`config.mk`:
```
export PLATFORM = sky130hd
export DESIGN_NAME = load_store_unit
export DESIGN_NICKNAME = d
export VERILOG_FILES = /design/src/rtl/load_store_unit.sv
export SDC_FILE = /design/constraint.sdc
export NUM_CORES = 1
export LEC_CHECK = 0
export ABC_AREA = 1
export BUFFER_PORTS_ARGS = -buffer_cell sky130_fd_sc_hd__buf_2
export CAP_MARGIN = 20
export CORE_MARGIN = 5
export CORE_UTILIZATION = 40
export CTS_BUF_LIST = sky130_fd_sc_hd__clkbuf_2 sky130_fd_sc_hd__clkbuf_4 sky130_fd_sc_hd__clkbuf_8
export DETAILED_ROUTE_END_ITERATION = 16
export GPL_ROUTABILITY_DRIVEN = 1
export PLACE_DENSITY = 0.75
export SYNTH_ARGS = -nofsm -noshare
export SYNTH_HDL_FRONTEND = slang
export SYNTH_SLANG_ARGS = --single-unit
```
`constraint.sdc`:
```
create_clock -name i_clk -period 2.1 [get_ports i_clk]
set_input_delay 0.21 -clock i_clk [delete_from_list [all_inputs] [get_ports i_clk]]
set_output_delay 0.21 -clock i_clk [all_outputs]
set_load 0.005 [all_outputs]
```
`src/rtl/load_store_unit.sv`:
```
// rtl/load_store_unit.sv - single-outstanding load/store unit in front of a word-wide data cache
//
// Purpose: accepts one byte/half/word access at a time and turns it into data-cache
// word reads and writes. It performs read-modify-write for sub-word stores and
// lane extraction plus sign or zero extension for loads.
//
// Optional build macro: LSU_MISALIGN_TRAP_EN. When it is defined, misaligned halves and
// words complete immediately with o_misaligned=1 and make no cache access. When it is
// undefined, the offending low address bits are cleared.
//
// Ports:
//   i_clk, i_rst                 clock (rising edge), async active-low reset
//   i_req_valid / o_req_ready    request handshake (ready only in IDLE)
//   i_req_we, i_req_size, i_req_unsigned, i_req_addr, i_req_wdata   request fields
//   o_resp_valid                 one-cycle completion pulse
//   o_resp_rdata, o_misaligned   completion data / flag, held until next completion
//   o_dc_address, o_dc_val, o_dc_op_type   data-cache word address, write word, 0=read 1=write
//   i_dc_val                     data-cache read word (little-endian lanes)
module load_store_unit #(
  parameter int DC_READ_LAT = 1
) (
  input  logic        i_clk,
  input  logic        i_rst,
  input  logic        i_req_valid,
  output logic        o_req_ready,
  input  logic        i_req_we,
  input  logic [1:0]  i_req_size,
  input  logic        i_req_unsigned,
  input  logic [31:0] i_req_addr,
  input  logic [31:0] i_req_wdata,
  output logic        o_resp_valid,
  output logic [31:0] o_resp_rdata,
  output logic        o_misaligned,
  output logic [31:0] o_dc_address,
  output logic [31:0] o_dc_val,
  output logic        o_dc_op_type,
  input  logic [31:0] i_dc_val
);

  typedef enum logic [1:0] {
    IDLE    = 2'd0,
    RD_WAIT = 2'd1,
    WR      = 2'd2,
    RESP    = 2'd3
  } state_t;

  localparam logic [3:0] CNT_INIT = 4'(DC_READ_LAT - 1);

  state_t      r_state;
  state_t      w_next_state;
  logic [3:0]  r_cnt;
  logic        r_we;
  logic        r_unsigned;
  logic [1:0]  r_size;        // normalised: 00 byte, 01 half, 10 word
  logic [1:0]  r_off;         // byte lane after any alignment
  logic [15:0] r_wdata;       // only the sub-word part is needed after acceptance
  logic [31:0] r_dc_address;
  logic [31:0] r_dc_val;
  logic [31:0] r_rdata;
  logic        r_misaligned;

  logic        w_accept;
  logic        w_is_word;
  logic        w_is_half;
  logic        w_trap;
  logic        w_rd_done;
  logic [1:0]  w_off;
  logic [7:0]  w_ld_byte;
  logic [15:0] w_ld_half;
  logic [31:0] w_ld_data;
  logic [31:0] w_st_merge;

  assign w_accept  = i_req_valid && (r_state == IDLE);
  assign w_is_word = i_req_size[1];
  assign w_is_half = (i_req_size == 2'b01);
  // Lane offset with the offending low bits cleared; a no-op for aligned requests.
  assign w_off     = w_is_word ? 2'b00 : (w_is_half ? {i_req_addr[1], 1'b0} : i_req_addr[1:0]);

`ifdef LSU_MISALIGN_TRAP_EN
  assign w_trap = (w_is_half && i_req_addr[0]) || (w_is_word && (i_req_addr[1:0] != 2'b00));
`else
  assign w_trap = 1'b0;
`endif

  // Final RD_WAIT cycle: the cache word is sampled on the edge that ends it.
  assign w_rd_done = (r_state == RD_WAIT) && (r_cnt == 4'd0);

  // Load lane extraction and extension.
  always_comb begin
    w_ld_byte = i_dc_val[7:0];
    case (r_off)
      2'd0: w_ld_byte = i_dc_val[7:0];
      2'd1: w_ld_byte = i_dc_val[15:8];
      2'd2: w_ld_byte = i_dc_val[23:16];
      2'd3: w_ld_byte = i_dc_val[31:24];
    endcase
    w_ld_half = r_off[1] ? i_dc_val[31:16] : i_dc_val[15:0];
    if (r_size[1]) begin
      w_ld_data = i_dc_val;
    end else if (r_size[0]) begin
      w_ld_data = {{16{~r_unsigned & w_ld_half[15]}}, w_ld_half};
    end else begin
      w_ld_data = {{24{~r_unsigned & w_ld_byte[7]}}, w_ld_byte};
    end
  end

  // Sub-word store: splice the new lanes into the word just read.
  always_comb begin
    w_st_merge = i_dc_val;
    if (r_size[0]) begin
      if (r_off[1]) w_st_merge[31:16] = r_wdata;
      else          w_st_merge[15:0]  = r_wdata;
    end else begin
      case (r_off)
        2'd0: w_st_merge[7:0]   = r_wdata[7:0];
        2'd1: w_st_merge[15:8]  = r_wdata[7:0];
        2'd2: w_st_merge[23:16] = r_wdata[7:0];
        2'd3: w_st_merge[31:24] = r_wdata[7:0];
      endcase
    end
  end

  always_ff @(posedge i_clk or negedge i_rst) begin
    if (!i_rst) r_state <= IDLE;
    else        r_state <= w_next_state;
  end

  always_comb begin
    w_next_state = r_state;
    o_req_ready  = 1'b0;
    o_resp_valid = 1'b0;
    o_dc_op_type = 1'b0;
    case (r_state)
      IDLE: begin
        o_req_ready = 1'b1;
        if (w_accept) begin
          if (w_trap)                     w_next_state = RESP;
          else if (i_req_we && w_is_word) w_next_state = WR;
          else                            w_next_state = RD_WAIT;
        end
      end
      RD_WAIT: begin
        if (r_cnt == 4'd0) w_next_state = r_we ? WR : RESP;
      end
      WR: begin
        o_dc_op_type = 1'b1;
        w_next_state = RESP;
      end
      RESP: begin
        o_resp_valid = 1'b1;
        w_next_state = IDLE;
      end
      default: w_next_state = IDLE;
    endcase
  end

  // Response fields only change on the edge that enters RESP, so they hold
  // their value from one completion to the next.
  always_ff @(posedge i_clk or negedge i_rst) begin
    if (!i_rst) begin
      r_cnt        <= 4'd0;
      r_we         <= 1'b0;
      r_unsigned   <= 1'b0;
      r_size       <= 2'b00;
      r_off        <= 2'b00;
      r_wdata      <= 16'd0;
      r_dc_address <= 32'd0;
      r_dc_val     <= 32'd0;
      r_rdata      <= 32'd0;
      r_misaligned <= 1'b0;
    end else begin
      if ((r_state == RD_WAIT) && (r_cnt != 4'd0)) r_cnt <= r_cnt - 4'd1;
      if (w_accept) begin
        r_we       <= i_req_we;
        r_unsigned <= i_req_unsigned;
        r_size     <= w_is_word ? 2'b10 : i_req_size;
        r_off      <= w_off;
        r_wdata    <= i_req_wdata[15:0];
        r_cnt      <= CNT_INIT;
        if (w_trap) begin
          r_rdata      <= 32'd0;
          r_misaligned <= 1'b1;
        end else begin
          r_dc_address <= {i_req_addr[31:2], 2'b00};
          if (i_req_we && w_is_word) r_dc_val <= i_req_wdata;
        end
      end
      if (w_rd_done) begin
        if (r_we) begin
          r_dc_val <= w_st_merge;
        end else begin
          r_rdata      <= w_ld_data;
          r_misaligned <= 1'b0;
        end
      end
      if (r_state == WR) begin
        r_rdata      <= 32'd0;
        r_misaligned <= 1'b0;
      end
    end
  end

  assign o_resp_rdata = r_rdata;
  assign o_misaligned = r_misaligned;
  assign o_dc_address = r_dc_address;
  assign o_dc_val     = r_dc_val;

endmodule

```
==> run summary <==
Status: complete, no violations
Distinct cells, synth: 30
Critical path type: flop to flop
Root buffer cell: clkbuf_8
Crit path DAT: 2.20 ns
Largest cells by area after synthesis: dfrtp_1 (45%), nand2_1 (19%), o21ai_0 (7.0%)
#FFs+latches synth: 122
Area growth from synthesis to layout: 30.38%
Top-count cell post-synth: nand2_1
Clock share of power: 0.183
Multi-input logic area: 3063 um2
# nets final: 1243
Synth area leader: dfrtp_1
Post_cts resized: 0
Reg power frac: 0.323
WL final: 22760 um
Fillers: 1595
Pwr per Cell Area: 1424 nW/um2
HP Class: input pin to flop
Top cell type's share of synthesized area: 0.4526
Sw Share: 0.4284
Hold Vio Cnt, Final: 0
DIE AREA: 19560 um2
Vias per cell: 5.067
Max cap viols: 0
Vias: 6912
Crit path capture type: flop
RSZ-0062 raised after global routing: no
All-Layer GR Usage: 0.2332
Relative slew slack: 0.6045
Largest net degree at the start of global routing: 43
Synth warn: 0
Die W: 139.9 um
Overflow after GRT: 0
Tmin final: 1.852 ns
Mapped Cells: 905
FF/Latch Area: 3053 um2
Peak Freq: 0.5399 GHz
Final Wtd Congestion: 0.9549
Worst vdd ir: 542.0 uV
Top cells by count, synth: nand2_1 (337), dfrtp_1 (122), o21ai_0 (95)
Syn Area/Cell: 7.453 um2
Antenna violations before repair: 2
Critical Path End: o_dc_val[13]$_DFF_PN0_
DIE HEIGHT: 139.9 um
DP HPWL: 16710 um
CP startpoint: r_state[0]$_DFFE_PN0P_
H-tree levels: 4
Input/output buffers: 199
Residual DRC: 0
Final Setup Violations: 0
CORE AREA: 16580 um2
Setup TNS: 0 ns
Worst r2r src: r_state[0]$_DFFE_PN0P_
Layout Cells excl Fill: 1364
Share of layout cells above drive strength 1: 0.2430
Max Slew Vio Count: 0
Fraction of registers with async set/reset: 1.000
Worst-case reg-to-reg path depth: 9
NetSw: 5.366 mW
I/O pins: 203
Max clock buf depth: 2
Crit start category: flop
Initial Util: 0.4067
Final ANT Viol Nets: 0
Hold WS: 0.03334 ns
TritonCTS clock tree: done
Clock sink count: 122
Ys flop type: dfrtp_1
Pint: 7.160 mW
DP Cell Count: 1294
Logic pwr share: 0.495
Seq/Total Area, Yosys: 0.4526
ANT cells: 0
Routed wire per std cell: 16.69 um
Cell Rows: 47
TritonRoute pass-1 iters: 5
Final period util: 0.8820
Measured slew at the worst slew-check pin: 0.5918 ns
Vias in the first global route: 6828
Post-Syn Area: 6745 um2
Crit path max fanout: 23
DRT iter0 DRCs: 602
Final setup skew: 0.009267 ns
Post-synth EDFFs: 0
Worst reg2reg setup slack: 0.25 ns
CP required: 2.45 ns
Post-CTS Setup Bufs: 0
Reg2reg end: o_dc_val[13]$_DFF_PN0_
Leakage: 4.706 nW
Post-CTS Hold Fix Bufs: 40
Skew-Pair Late Insertion Delay: 0.44 ns
CTS buffer count: 17
Clock-pin slew on the worst setup and hold paths: 0.07 ns
First-pass GRT wire length: 36290 um
-- cell type report --
cell class | instances | share of cell area
Multi-Input combinational cell | 644 | 0.3483
Inverter | 83 | 0.03542
Sequential cell | 122 | 0.3471
Timing Repair Buffer | 265 | 0.1898
Tap cell | 220 | 0.03130
Clock inverter | 8 | 0.01650
Clock buffer | 22 | 0.03158
-- worst max-delay path, stage by stage (launching register included) --
cell and delay (ns):
dfrtp_1 0.40, inv_1 0.13, ha_1 0.23, nand2_2 0.10
inv_2 0.25, buf_12 0.21, nand2_1 0.07, o21ai_0 0.16
nor2_1 0.06, a31oi_1 0.15
-- layer usage --
layer | GRT usage | share of wire | vias to the layer above
met4 | 0.09179 | 0.034 | 2
li1 | - | - | 3385
met1 | 0.3029 | 0.41 | 3141
met2 | 0.3603 | 0.44 | 342
met5 | 0 | 0.00031 | -
met3 | 0.07822 | 0.11 | 42
-- stage by stage --
| step | worst slack [ns] | instance area [um2] | total power, mW | util |
|---|---|---|---|---|
| global route | 0.01418 | 8795 | 13.61 | 0.5303 |
| CTS | 0.2588 | 8795 | 12.55 | 0.5303 |
| global placement | 0.3981 | 7971 | 10.04 | 0.4807 |
| detailed placement | 0.2850 | 7971 | 10.15 | 0.4807 |
| floorplan | 0.5404 | 6753 | 7.988 | - |
| finish | 0.2478 | 8795 | 12.53 | 0.5303 |
-- worst min-delay path by stage --
stage	from	end	slack, ns	cells past startpoint
after floorplan	i_rst	o_dc_address[10]$_DFFE_PN0N_	-0.09	0
after global placement	i_rst	o_dc_address[23]$_DFFE_PN0N_	0.22	1
after detailed placement	i_rst	o_dc_address[23]$_DFFE_PN0N_	0.22	1
after CTS	i_req_addr[1]	r_off[1]$_DFFE_PN0N_	0.004	3
after global routing	i_req_wdata[9]	r_wdata[9]$_DFFE_PN0N_	0.02	3
final	i_req_wdata[9]	r_wdata[9]$_DFFE_PN0N_	0.03	3
-- cell families (layout without fill, tap and decap cells) --
family / Yosys count / in the layout / synth area share
buffers and inverters: 141 / 378 / 0.09442
other: 1 / 3 / 0.0005559
and+or+nand+nor: 415 / 415 / 0.2547
adders and majority gates: 7 / 7 / 0.01298
DFF: 122 / 122 / 0.4526
AOI/OAI and AO/OA: 219 / 219 / 0.1848
-- layout by cell type (no fill, tap or decap), drive strengths merged, types with 23 or more instances in the layout --
cell           n
dlygate4sd3   40
buf          225
inv           83
nor2          24
o211ai        23
o21ai        104
nand2        341
a21oi         59
dfrtp        122
nand3         43
-- power groups by stage --
stage | Sequential, mW | Combinational, mW | Clock [mW]
5_1_grt | 4.17 | 7.00 | 2.45
3_5_place_dp | 4.04 | 6.11 | 0
3_3_place_gp | 4.04 | 6.00 | 0
2_1_floorplan | 4.04 | 3.95 | 0
4_1_cts | 4.03 | 6.18 | 2.34
6_report | 4.04 | 6.19 | 2.29
-- sequential cells by signal (all words and copies together), names as in the netlist, 2 cells and up --
register,count
o_dc_val,32
o_resp_rdata,32
o_dc_address,30
r_wdata,16
r_cnt,4
r_off,2
r_size,2
r_state,2
Note: power is estimated with default switching activity, not from simulation.
